--- src/rtl/riscv_pkg.sv ---
// Types and constants shared by the fetch controller and its pc queue.
package riscv_pkg;

  typedef enum logic [1:0] {
    ST_BOOT  = 2'd0,
    ST_FETCH = 2'd1,
    ST_DRAIN = 2'd2
  } fetch_state_e;

  // Wide enough for occ (up to 8) and outst/drop (up to 4)
  localparam int unsigned FETCH_CNT_W = 4;

  function automatic int unsigned fetch_entry_w(input int unsigned addr_w,
                                                input int unsigned data_w);
    return addr_w + data_w;
  endfunction

endpackage

--- src/rtl/riscv_fifo.sv ---
// Small circular FIFO with combinational read of the oldest entry.
module riscv_fifo #(
  parameter int unsigned DEPTH  = 2,
  parameter int unsigned DATA_W = 32
) (
  input  logic              clk,
  input  logic              rst,
  input  logic              flush_i,
  input  logic              push_i,
  input  logic [DATA_W-1:0] data_i,
  input  logic              pop_i,
  output logic [DATA_W-1:0] data_o
);

  localparam int unsigned PTR_W = (DEPTH > 1) ? $clog2(DEPTH) : 1;
  localparam logic [PTR_W-1:0] LAST = PTR_W'(DEPTH - 1);

  logic [DATA_W-1:0] mem_q [DEPTH];
  logic [PTR_W-1:0]  wr_ptr_q;
  logic [PTR_W-1:0]  rd_ptr_q;

  function automatic logic [PTR_W-1:0] ptr_inc(input logic [PTR_W-1:0] p);
    return (p == LAST) ? '0 : p + PTR_W'(1);
  endfunction

  always_ff @(posedge clk or posedge rst) begin
    if (rst) begin
      wr_ptr_q <= '0;
      rd_ptr_q <= '0;
    end else if (flush_i) begin
      wr_ptr_q <= '0;
      rd_ptr_q <= '0;
    end else begin
      if (push_i) wr_ptr_q <= ptr_inc(wr_ptr_q);
      if (pop_i)  rd_ptr_q <= ptr_inc(rd_ptr_q);
    end
  end

  always_ff @(posedge clk) begin
    if (push_i) mem_q[wr_ptr_q] <= data_i;
  end

  assign data_o = mem_q[rd_ptr_q];

endmodule

--- src/rtl/riscv_fetch_ctrl.sv ---
// Instruction fetch controller: credit-based bus requests, in-order response
// forwarding into the instruction FIFO, and redirect handling with drain.
module riscv_fetch_ctrl
  import riscv_pkg::*;
#(
  parameter int unsigned       ADDR_W     = 32,
  parameter int unsigned       DATA_W     = 32,
  parameter int unsigned       FIFO_DEPTH = 3,
  parameter int unsigned       MAX_OUTST  = 2,
  parameter logic [ADDR_W-1:0] RESET_PC   = '0
) (
  input  logic                                      clk,
  input  logic                                      rst,
  output logic                                      ibus_req,
  output logic [ADDR_W-1:0]                         ibus_addr,
  input  logic                                      ibus_gnt,
  input  logic                                      ibus_rvalid,
  input  logic [DATA_W-1:0]                         ibus_rdata,
  input  logic                                      redirect,
  input  logic [ADDR_W-1:0]                         redirect_pc,
  output logic                                      fifo_push,
  output logic [fetch_entry_w(ADDR_W, DATA_W)-1:0]  fifo_data_in,
  input  logic                                      fifo_pop,
  output logic                                      fifo_flush
);

  localparam int unsigned CNT_W = FETCH_CNT_W;
  localparam logic [CNT_W:0]   DEPTH_LIM = (CNT_W + 1)'(FIFO_DEPTH);
  localparam logic [CNT_W-1:0] OUTST_LIM = CNT_W'(MAX_OUTST);

  fetch_state_e      state_q;
  logic [ADDR_W-1:0] fetch_pc_q, fetch_pc_d;
  logic [CNT_W-1:0]  outst_q, outst_d;
  logic [CNT_W-1:0]  drop_q, drop_d;
  logic [CNT_W-1:0]  occ_q, occ_d;
  logic [ADDR_W-1:0] rsp_pc;
  logic              credit_ok;
  logic              grant;
  logic              keep_rsp;

  // Reserve a FIFO slot for every in-flight request so a push never overflows
  assign credit_ok = (({1'b0, occ_q} + {1'b0, outst_q}) < DEPTH_LIM) && (outst_q < OUTST_LIM);
  assign ibus_req  = (state_q == ST_FETCH) && !redirect && credit_ok;
  assign ibus_addr = fetch_pc_q;
  assign grant     = ibus_req && ibus_gnt;
  assign keep_rsp  = ibus_rvalid && (drop_q == '0) && !redirect;

  assign fifo_push    = keep_rsp;
  assign fifo_data_in = {rsp_pc, ibus_rdata};
  assign fifo_flush   = redirect && (state_q != ST_BOOT);

  riscv_fifo #(
    .DEPTH  (MAX_OUTST),
    .DATA_W (ADDR_W)
  ) u_pc_queue (
    .clk     (clk),
    .rst     (rst),
    .flush_i (1'b0),
    .push_i  (grant),
    .data_i  (fetch_pc_q),
    .pop_i   (ibus_rvalid),
    .data_o  (rsp_pc)
  );

  always_comb begin
    fetch_pc_d = fetch_pc_q;
    outst_d    = outst_q;
    drop_d     = drop_q;
    occ_d      = occ_q;
    if (grant) begin
      fetch_pc_d = fetch_pc_q + ADDR_W'(4);
      outst_d    = outst_d + CNT_W'(1);
    end
    if (ibus_rvalid) outst_d = outst_d - CNT_W'(1);
    if (ibus_rvalid && (drop_q != '0)) drop_d = drop_q - CNT_W'(1);
    if (keep_rsp) occ_d = occ_d + CNT_W'(1);
    if (fifo_pop) occ_d = occ_d - CNT_W'(1);
    // No grant can coincide with redirect, so outst_d already excludes any arriving response
    if (redirect) begin
      fetch_pc_d = {redirect_pc[ADDR_W-1:2], 2'b00};
      occ_d      = '0;
      drop_d     = outst_d;
    end
  end

  always_ff @(posedge clk or posedge rst) begin
    if (rst) begin
      state_q    <= ST_BOOT;
      fetch_pc_q <= RESET_PC;
      outst_q    <= '0;
      drop_q     <= '0;
      occ_q      <= '0;
    end else begin
      fetch_pc_q <= fetch_pc_d;
      outst_q    <= outst_d;
      drop_q     <= drop_d;
      occ_q      <= occ_d;
      if (redirect) begin
        state_q <= (drop_d != '0) ? ST_DRAIN : ST_FETCH;
      end else begin
        unique case (state_q)
          ST_BOOT:  state_q <= ST_FETCH;
          ST_FETCH: state_q <= ST_FETCH;
          ST_DRAIN: if (drop_d == '0) state_q <= ST_FETCH;
          default:  state_q <= ST_BOOT;
        endcase
      end
    end
  end

`ifndef SYNTHESIS
  always_ff @(posedge clk) begin
    if (!rst) begin
      assert (!(fifo_pop && (occ_q == '0))) else $error("fifo_pop while FIFO empty");
      assert (!(ibus_rvalid && (outst_q == '0))) else $error("ibus_rvalid with no request outstanding");
    end
  end
`endif

endmodule

--- config.mk ---
export PLATFORM = sky130hd
export DESIGN_NAME = riscv_fetch_ctrl
export DESIGN_NICKNAME = d
export VERILOG_FILES = /design/src/rtl/riscv_pkg.sv /design/src/rtl/riscv_fifo.sv /design/src/rtl/riscv_fetch_ctrl.sv
export SDC_FILE = /design/constraint.sdc
export NUM_CORES = 1
export LEC_CHECK = 0
export CORE_ASPECT_RATIO = 0.5
export CORE_MARGIN = 8
export CORE_UTILIZATION = 50
export DETAILED_ROUTE_END_ITERATION = 10
export PLACE_DENSITY = 0.86
export SYNTH_ARGS = -nofsm -noshare
export SYNTH_HDL_FRONTEND = slang
export SYNTH_SLANG_ARGS = --single-unit
--- constraint.sdc ---
create_clock -name clk -period 7.8 [get_ports clk]
set_input_delay 1.56 -clock clk [delete_from_list [all_inputs] [get_ports clk]]
set_output_delay 1.56 -clock clk [all_outputs]
set_load 0.01 [all_outputs]
* After elaboration in Yosys (flattened, before gate mapping)
Memory sizes are Yosys's and may differ from the RTL's.
Cells that the tools add are included.
** Storage, ports and cells
- Bits in registers :: 48
- Bits in writable memories :: 64
- Output and inout bits :: 99
- Word-level logic and storage cells :: 56
- Memories :: 1
** Memories
- u_pc_queue.mem_q :: words 2, bits a word 32, rd ports 1, clocked after memory_dff 0, wr ports 1, RTL line riscv_fifo.sv:18 : logic [DATA_W-1:0] mem_q [DEPTH];
** Operators by class
- Add/subtract/negate cells :: 9
- Magnitude comparators :: 2
- Equal/unequal tests :: 3
- Mux-type cells :: 17
- Reduce and logical (&&, ||, !) cells :: 17
** Operators with widths (number)
- $mux 32 :: 2
- $add 32x3->32 const B :: 1
- $mux 4 :: 7
- $sub 4x1->4 const B :: 3
- $add 4x1->4 const B :: 2
- $logic_and 1x1->1 :: 8
- $logic_not 4->1 :: 2
- $reduce_bool 4->1 :: 2
- $mux 2 :: 3
- $add 4x4->5 :: 1
- $lt 5x2->1 const B :: 1
- $lt 4x2->1 const B :: 1
- $mux 1 :: 4
- $pmux 2 s2 :: 1
- $reduce_bool 2->1 :: 2
- $ne 3x3->1 const B :: 1
- $add 1x1->1 const B :: 2
- $eq 2x1->1 const B :: 1
- $eq 2x2->1 const B :: 1
- $logic_not 2->1 :: 1
- $reduce_or 2->1 :: 1
- $logic_not 1->1 :: 1

* Depth between registers and ports, before layout
- Depth after elaboration :: 13
- Depth in mapped cells :: 13

* Modules after synthesis
From an unflattened synthesis, not the netlist that was laid out.
** Unflattened totals
- Cell total of the unflattened synthesis :: 461
- Area total of the unflattened synthesis :: 5637.9 sq um
** By module, submodules not included
- riscv_fetch_ctrl :: times used 1, cells each 352, area an instance 3084.2 sq um, sequential area each 1101.1 sq um
- riscv_fifo :: times used 1, cells each 109, area an instance 2553.7 sq um, sequential area each 1971.9 sq um

* Least setup slack after synthesis
OpenSTA, ideal clock, no wires.
- Path type :: input to output
- Start point :: input port redirect
- End point :: output port fifo_flush
- Arrival :: 2.582 ns
- Required time :: 6.240 ns
- Path slack :: 3.658 ns
- Stages on the path :: 4
- Path buffers :: 3
- Path through :: clkbuf_1 -> clkbuf_1 -> buf_1 -> o21a_1
** Between the ends
- Cells in the longest elaborated chain, start to end :: 1
** Ends and longest elaborated chain
- start: declaration :: RTL line riscv_fetch_ctrl.sv:19 : input logic redirect,
- $logic_and 1x1->1 :: RTL line riscv_fetch_ctrl.sv:50 : assign fifo_flush = redirect && (state_q != ST_BOOT);
- end: declaration :: RTL line riscv_fetch_ctrl.sv:24 : output logic fifo_flush
No other way between the ends.

* Final worst setup path
- Start point :: input port ibus_rvalid
- End point :: output port fifo_push
** Between the ends
- Cells in the longest elaborated chain, start to end :: 2
** Ends and longest elaborated chain
- start: declaration :: RTL line riscv_fetch_ctrl.sv:17 : input logic ibus_rvalid,
- $logic_and 1x1->1 (2 in series) :: RTL line riscv_fetch_ctrl.sv:46 : assign keep_rsp = ibus_rvalid && (drop_q == '0) && !redirect;
- end: declaration :: RTL line riscv_fetch_ctrl.sv:21 : output logic fifo_push,
No other way between the ends.

==> report_table.html <==
<table>
<tr><th>Metric</th><th>Value</th></tr>
<tr><th colspan="2">Synthesis</th></tr>
<tr><td>#FFs+latches synth</td><td>106</td></tr>
<tr><td>Cell count after synthesis</td><td>442</td></tr>
<tr><td>Total of warnings raised by yosys</td><td>0</td></tr>
<tr><td>Number of enable-type register cells in the synthesized netlist</td><td>60</td></tr>
<tr><td>Synthesized area</td><td>5280 µm²</td></tr>
<tr><td>Share of flip-flops with an asynchronous set or reset after synthesis</td><td>0.434</td></tr>
<tr><td>Syn_area_per_cell</td><td>11.9 µm²</td></tr>
<tr><td>Unique masters post-synth</td><td>57</td></tr>
<tr><td>Top_reg_cell synth</td><td>sky130_fd_sc_hd__edfxtp_1</td></tr>
<tr><td>Sequential area share after synthesis</td><td>0.560</td></tr>
<tr><th colspan="2">Die</th></tr>
<tr><td>Row Count</td><td>26</td></tr>
<tr><td>Die width</td><td>161 µm</td></tr>
<tr><td>Vertical die dimension</td><td>88.6 µm</td></tr>
<tr><td>Top-Level Pins</td><td>169</td></tr>
<tr><td>Core ar.</td><td>10200 µm²</td></tr>
<tr><td>Starting density of the core</td><td>0.515</td></tr>
<tr><td>Die area</td><td>14300 µm²</td></tr>
<tr><th colspan="2">GRT</th></tr>
<tr><td>Total global routing overflow</td><td>0</td></tr>
<tr><td>Initial antenna violation count</td><td>0</td></tr>
<tr><td>Pin count of the biggest net entering global routing</td><td>62</td></tr>
<tr><td>Global-route wire length before repair</td><td>20000 µm</td></tr>
<tr><td>Overall Global Routing Usage</td><td>0.179</td></tr>
<tr><td>Via count of the first global-routing pass</td><td>3875</td></tr>
<tr><th colspan="2">Route</th></tr>
<tr><td>Number of remaining DRC errors</td><td>0</td></tr>
<tr><td>Number of DRC markers in iteration 0</td><td>322</td></tr>
<tr><td>Detailed-route wire length per cell</td><td>19.9 µm</td></tr>
<tr><td>Overall routed net length</td><td>12900 µm</td></tr>
<tr><td>Overall via count from detail_route</td><td>3797</td></tr>
<tr><td>Drt first pass iters</td><td>5</td></tr>
<tr><td>Routed vias/inst</td><td>5.84</td></tr>
<tr><td>Number of nets still failing antenna checks after routing</td><td>0</td></tr>
<tr><th colspan="2">Timing</th></tr>
<tr><td>Total negative slack for setup checks</td><td>0 ns</td></tr>
<tr><td>Worst Skew</td><td>0.00987 ns</td></tr>
<tr><td>Final-report setup violation count</td><td>0</td></tr>
<tr><td>Unrepaired setup endpoints after global routing</td><td>no</td></tr>
<tr><td>Min cycle time layout</td><td>5.47 ns</td></tr>
<tr><td>Headroom to the max-slew limit</td><td>0.358</td></tr>
<tr><td>Fin crit share</td><td>0.702</td></tr>
<tr><td>Achievable frequency</td><td>0.183 GHz</td></tr>
<tr><td>Actual slew at the worst max-slew pin</td><td>0.962 ns</td></tr>
<tr><td>Final slew viol count</td><td>0</td></tr>
<tr><td>Final Hold Viols</td><td>0</td></tr>
<tr><th colspan="2">Worst setup path</th></tr>
<tr><td>Kind of end point of the critical path</td><td>output port</td></tr>
<tr><td>Delay contributed by the slowest stage of the critical path</td><td>0.77 ns</td></tr>
<tr><td>Crit path max-delay family</td><td>buffers and inverters</td></tr>
<tr><td>Cell-by-cell trace of the critical path</td><td>clkdlybuf4s50_1 -&gt; nand2_1 -&gt; nor4_1 -&gt; clkdlybuf4s50_1</td></tr>
<tr><td>Worst path buffer plus inverter count</td><td>2</td></tr>
<tr><td>Worst-path maximum fanout</td><td>14</td></tr>
<tr><td>Cell occurring most often along the worst timing path</td><td>sky130_fd_sc_hd__clkdlybuf4s50_1</td></tr>
<tr><td>Critical path type</td><td>in2out</td></tr>
<tr><td>Data arrival time of the critical path</td><td>3.91 ns</td></tr>
<tr><td>CP max stage cell</td><td>sky130_fd_sc_hd__clkdlybuf4s50_1</td></tr>
<tr><td>Crit start category</td><td>input port</td></tr>
<tr><td>Data required, critical path</td><td>6.24 ns</td></tr>
<tr><th colspan="2">Clocking</th></tr>
<tr><td>Hold Buf Count CTS</td><td>0</td></tr>
<tr><td>Clock latency of the later-clocked register in the worst-skew pair</td><td>0.35 ns</td></tr>
<tr><td>Clock sinks</td><td>106</td></tr>
<tr><td>Clock tree from TritonCTS</td><td>built</td></tr>
<tr><td>Buffer cell driving the clock tree root</td><td>sky130_fd_sc_hd__clkbuf_16</td></tr>
<tr><td>Setup bufs post-CTS</td><td>0</td></tr>
<tr><td>CTS H-Tree Depth</td><td>3</td></tr>
<tr><td>Cts bufs inserted</td><td>9</td></tr>
<tr><td>Gates resized, CTS repair</td><td>0</td></tr>
<tr><td>Clk slew on worst S/H paths</td><td>0.07 ns</td></tr>
<tr><td>Deepest clock path buffer count</td><td>2</td></tr>
<tr><th colspan="2">Layout</th></tr>
<tr><td>Most common library cell in the layout ignoring fill and taps</td><td>sky130_fd_sc_hd__clkdlybuf4s50_1</td></tr>
<tr><td>Storage element area</td><td>2950 µm²</td></tr>
<tr><td>Post-layout net count</td><td>586</td></tr>
<tr><td>Final antenna diode count</td><td>0</td></tr>
<tr><td>Area of the multi-input gates</td><td>1950 µm²</td></tr>
<tr><td>Layout overhead on the synthesized area</td><td>21.5%</td></tr>
<tr><td>Area of all placed cells without fillers</td><td>6410 µm²</td></tr>
<tr><td>Fill cell total of the finished layout</td><td>785</td></tr>
<tr><td>Highest-count cells in the layout ignoring fill and taps</td><td>97 x sky130_fd_sc_hd__clkdlybuf4s50_1, 60 x sky130_fd_sc_hd__edfxtp_1, 46 x sky130_fd_sc_hd__dfrtp_1</td></tr>
<tr><td>Fraction of layout cells with a size suffix above 1</td><td>0.131</td></tr>
<tr><th colspan="2">Pwr</th></tr>
<tr><td>Worst IR Drop VDD</td><td>0.135 mV</td></tr>
<tr><td>Power density of the placed cells</td><td>251 nW/µm²</td></tr>
<tr><td>Total leakage power</td><td>2.34 nW</td></tr>
<tr><th colspan="2">Placement</th></tr>
<tr><td>Global placement routability congestion</td><td>0.799</td></tr>
<tr><td>Final HPWL DP</td><td>8970 µm</td></tr>
<tr><td>Port-buffer cells</td><td>98</td></tr>
<tr><td>Post-Place Cell Area</td><td>6120 µm²</td></tr>
<tr><th colspan="2">Status</th></tr>
<tr><td>Result of the run</td><td>complete, no violations</td></tr>
<tr><th colspan="2">Run</th></tr>
<tr><td>Max-cap violations</td><td>0</td></tr>
<tr><th colspan="2">Worst hold path</th></tr>
<tr><td>Hold/Removal Path Class</td><td>reg2reg</td></tr>
</table>
[through the flow]
stage | utilization | power, mW | instances | hold WS [ns] | worst slack, ns
floorplan | - | 1.00 | 445 | 0.464 | 3.66
global placement | 0.597 | 1.17 | 634 | 0.513 | 2.36
detailed placement | 0.597 | 1.19 | 634 | 0.520 | 2.38
CTS | 0.626 | 1.62 | 650 | 0.536 | 2.34
global route | 0.626 | 1.69 | 650 | 0.553 | 2.17
finish | 0.626 | 1.61 | 650 | 0.528 | 2.33
[flip-flops by register name, indices dropped and copies added, names as in the netlist]
register	cells
u_pc_queue.mem_q	60
ibus_addr	30
drop_q	4
occ_q	4
outst_q	4
state_q	2
u_pc_queue.rd_ptr_q	1
u_pc_queue.wr_ptr_q	1
[worst register-to-register path, stage by stage (launching register included)]
cell                       delay, ns
sky130_fd_sc_hd__dfrtp_1        0.49
sky130_fd_sc_hd__ha_1           0.28
sky130_fd_sc_hd__fa_1           0.39
sky130_fd_sc_hd__a221oi_1       0.52
sky130_fd_sc_hd__and4_1         0.82
sky130_fd_sc_hd__xnor2_1        0.23
sky130_fd_sc_hd__ha_1           0.26
sky130_fd_sc_hd__nand2_1        0.10
sky130_fd_sc_hd__nand3b_1       0.09
sky130_fd_sc_hd__and3_1         0.19
sky130_fd_sc_hd__o41a_1         0.42
sky130_fd_sc_hd__a21oi_1        0.14
[cell type report]
cell class / count / share of cell area
clock inverter: 7 / 0.00976
multi-input combinational: 277 / 0.305
clock buffer: 9 / 0.0351
tap: 140 / 0.0273
timing repair buffer: 102 / 0.157
inverter: 9 / 0.00527
sequential: 106 / 0.461
[worst paths after layout]
check                              startpoint                      end  slack, ns  cells after the start
worst max-delay path              ibus_rvalid                fifo_push       2.33                      4
worst min-delay path            ibus_addr[31]  u_pc_queue.mem_q[1][31]       0.53                      0
worst max register to register     outst_q[0]               state_q[0]       3.80                     11
worst min register to register  ibus_addr[31]  u_pc_queue.mem_q[1][31]       0.53                      0
max in group asynchronous                 rst            ibus_addr[20]       5.46                      2
min in group asynchronous                 rst               outst_q[0]       1.75                      2
[cells by family after synthesis]
| logic type | after synthesis | share of synthesized area |
|---|---|---|
| simple gates | 133 | 0.140 |
| flops | 106 | 0.560 |
| compound gates | 75 | 0.0941 |
| buf+inv | 62 | 0.0733 |
| mux | 34 | 0.0718 |
| xor+xnor | 20 | 0.0332 |
| fa+ha+maj | 11 | 0.0275 |
| other cells | 1 | 0.000711 |
[routing by layer]
metal | vias up | global-route usage | share of wire
met2 | 176 | 0.323 | 0.50
met5 | - | 0 | 0
met4 | 0 | 0.110 | 0.051
met3 | 48 | 0.0520 | 0.068
met1 | 1850 | 0.187 | 0.38
li1 | 1723 | - | -
[Yosys cell counts (all sizes together), types with 10 or more instances]
master	instances	area, µm²
dfrtp	46	1150
buf	47	330
nor2	19	73.8
mux2	31	349
a21oi	11	55.1
nand4	12	81.3
edfxtp	60	1800
ha	10	125
nand2	40	150
nand3	15	75.1
o21ai	31	155
xnor2	12	105
[report_power, final]
group / internal (mW) / switching [mW]
clock network: 0.222 / 0.216
registers: 0.643 / 0.0887
logic: 0.253 / 0.188
total: 1.12 / 0.493
(Power assumes the default switching activity.)
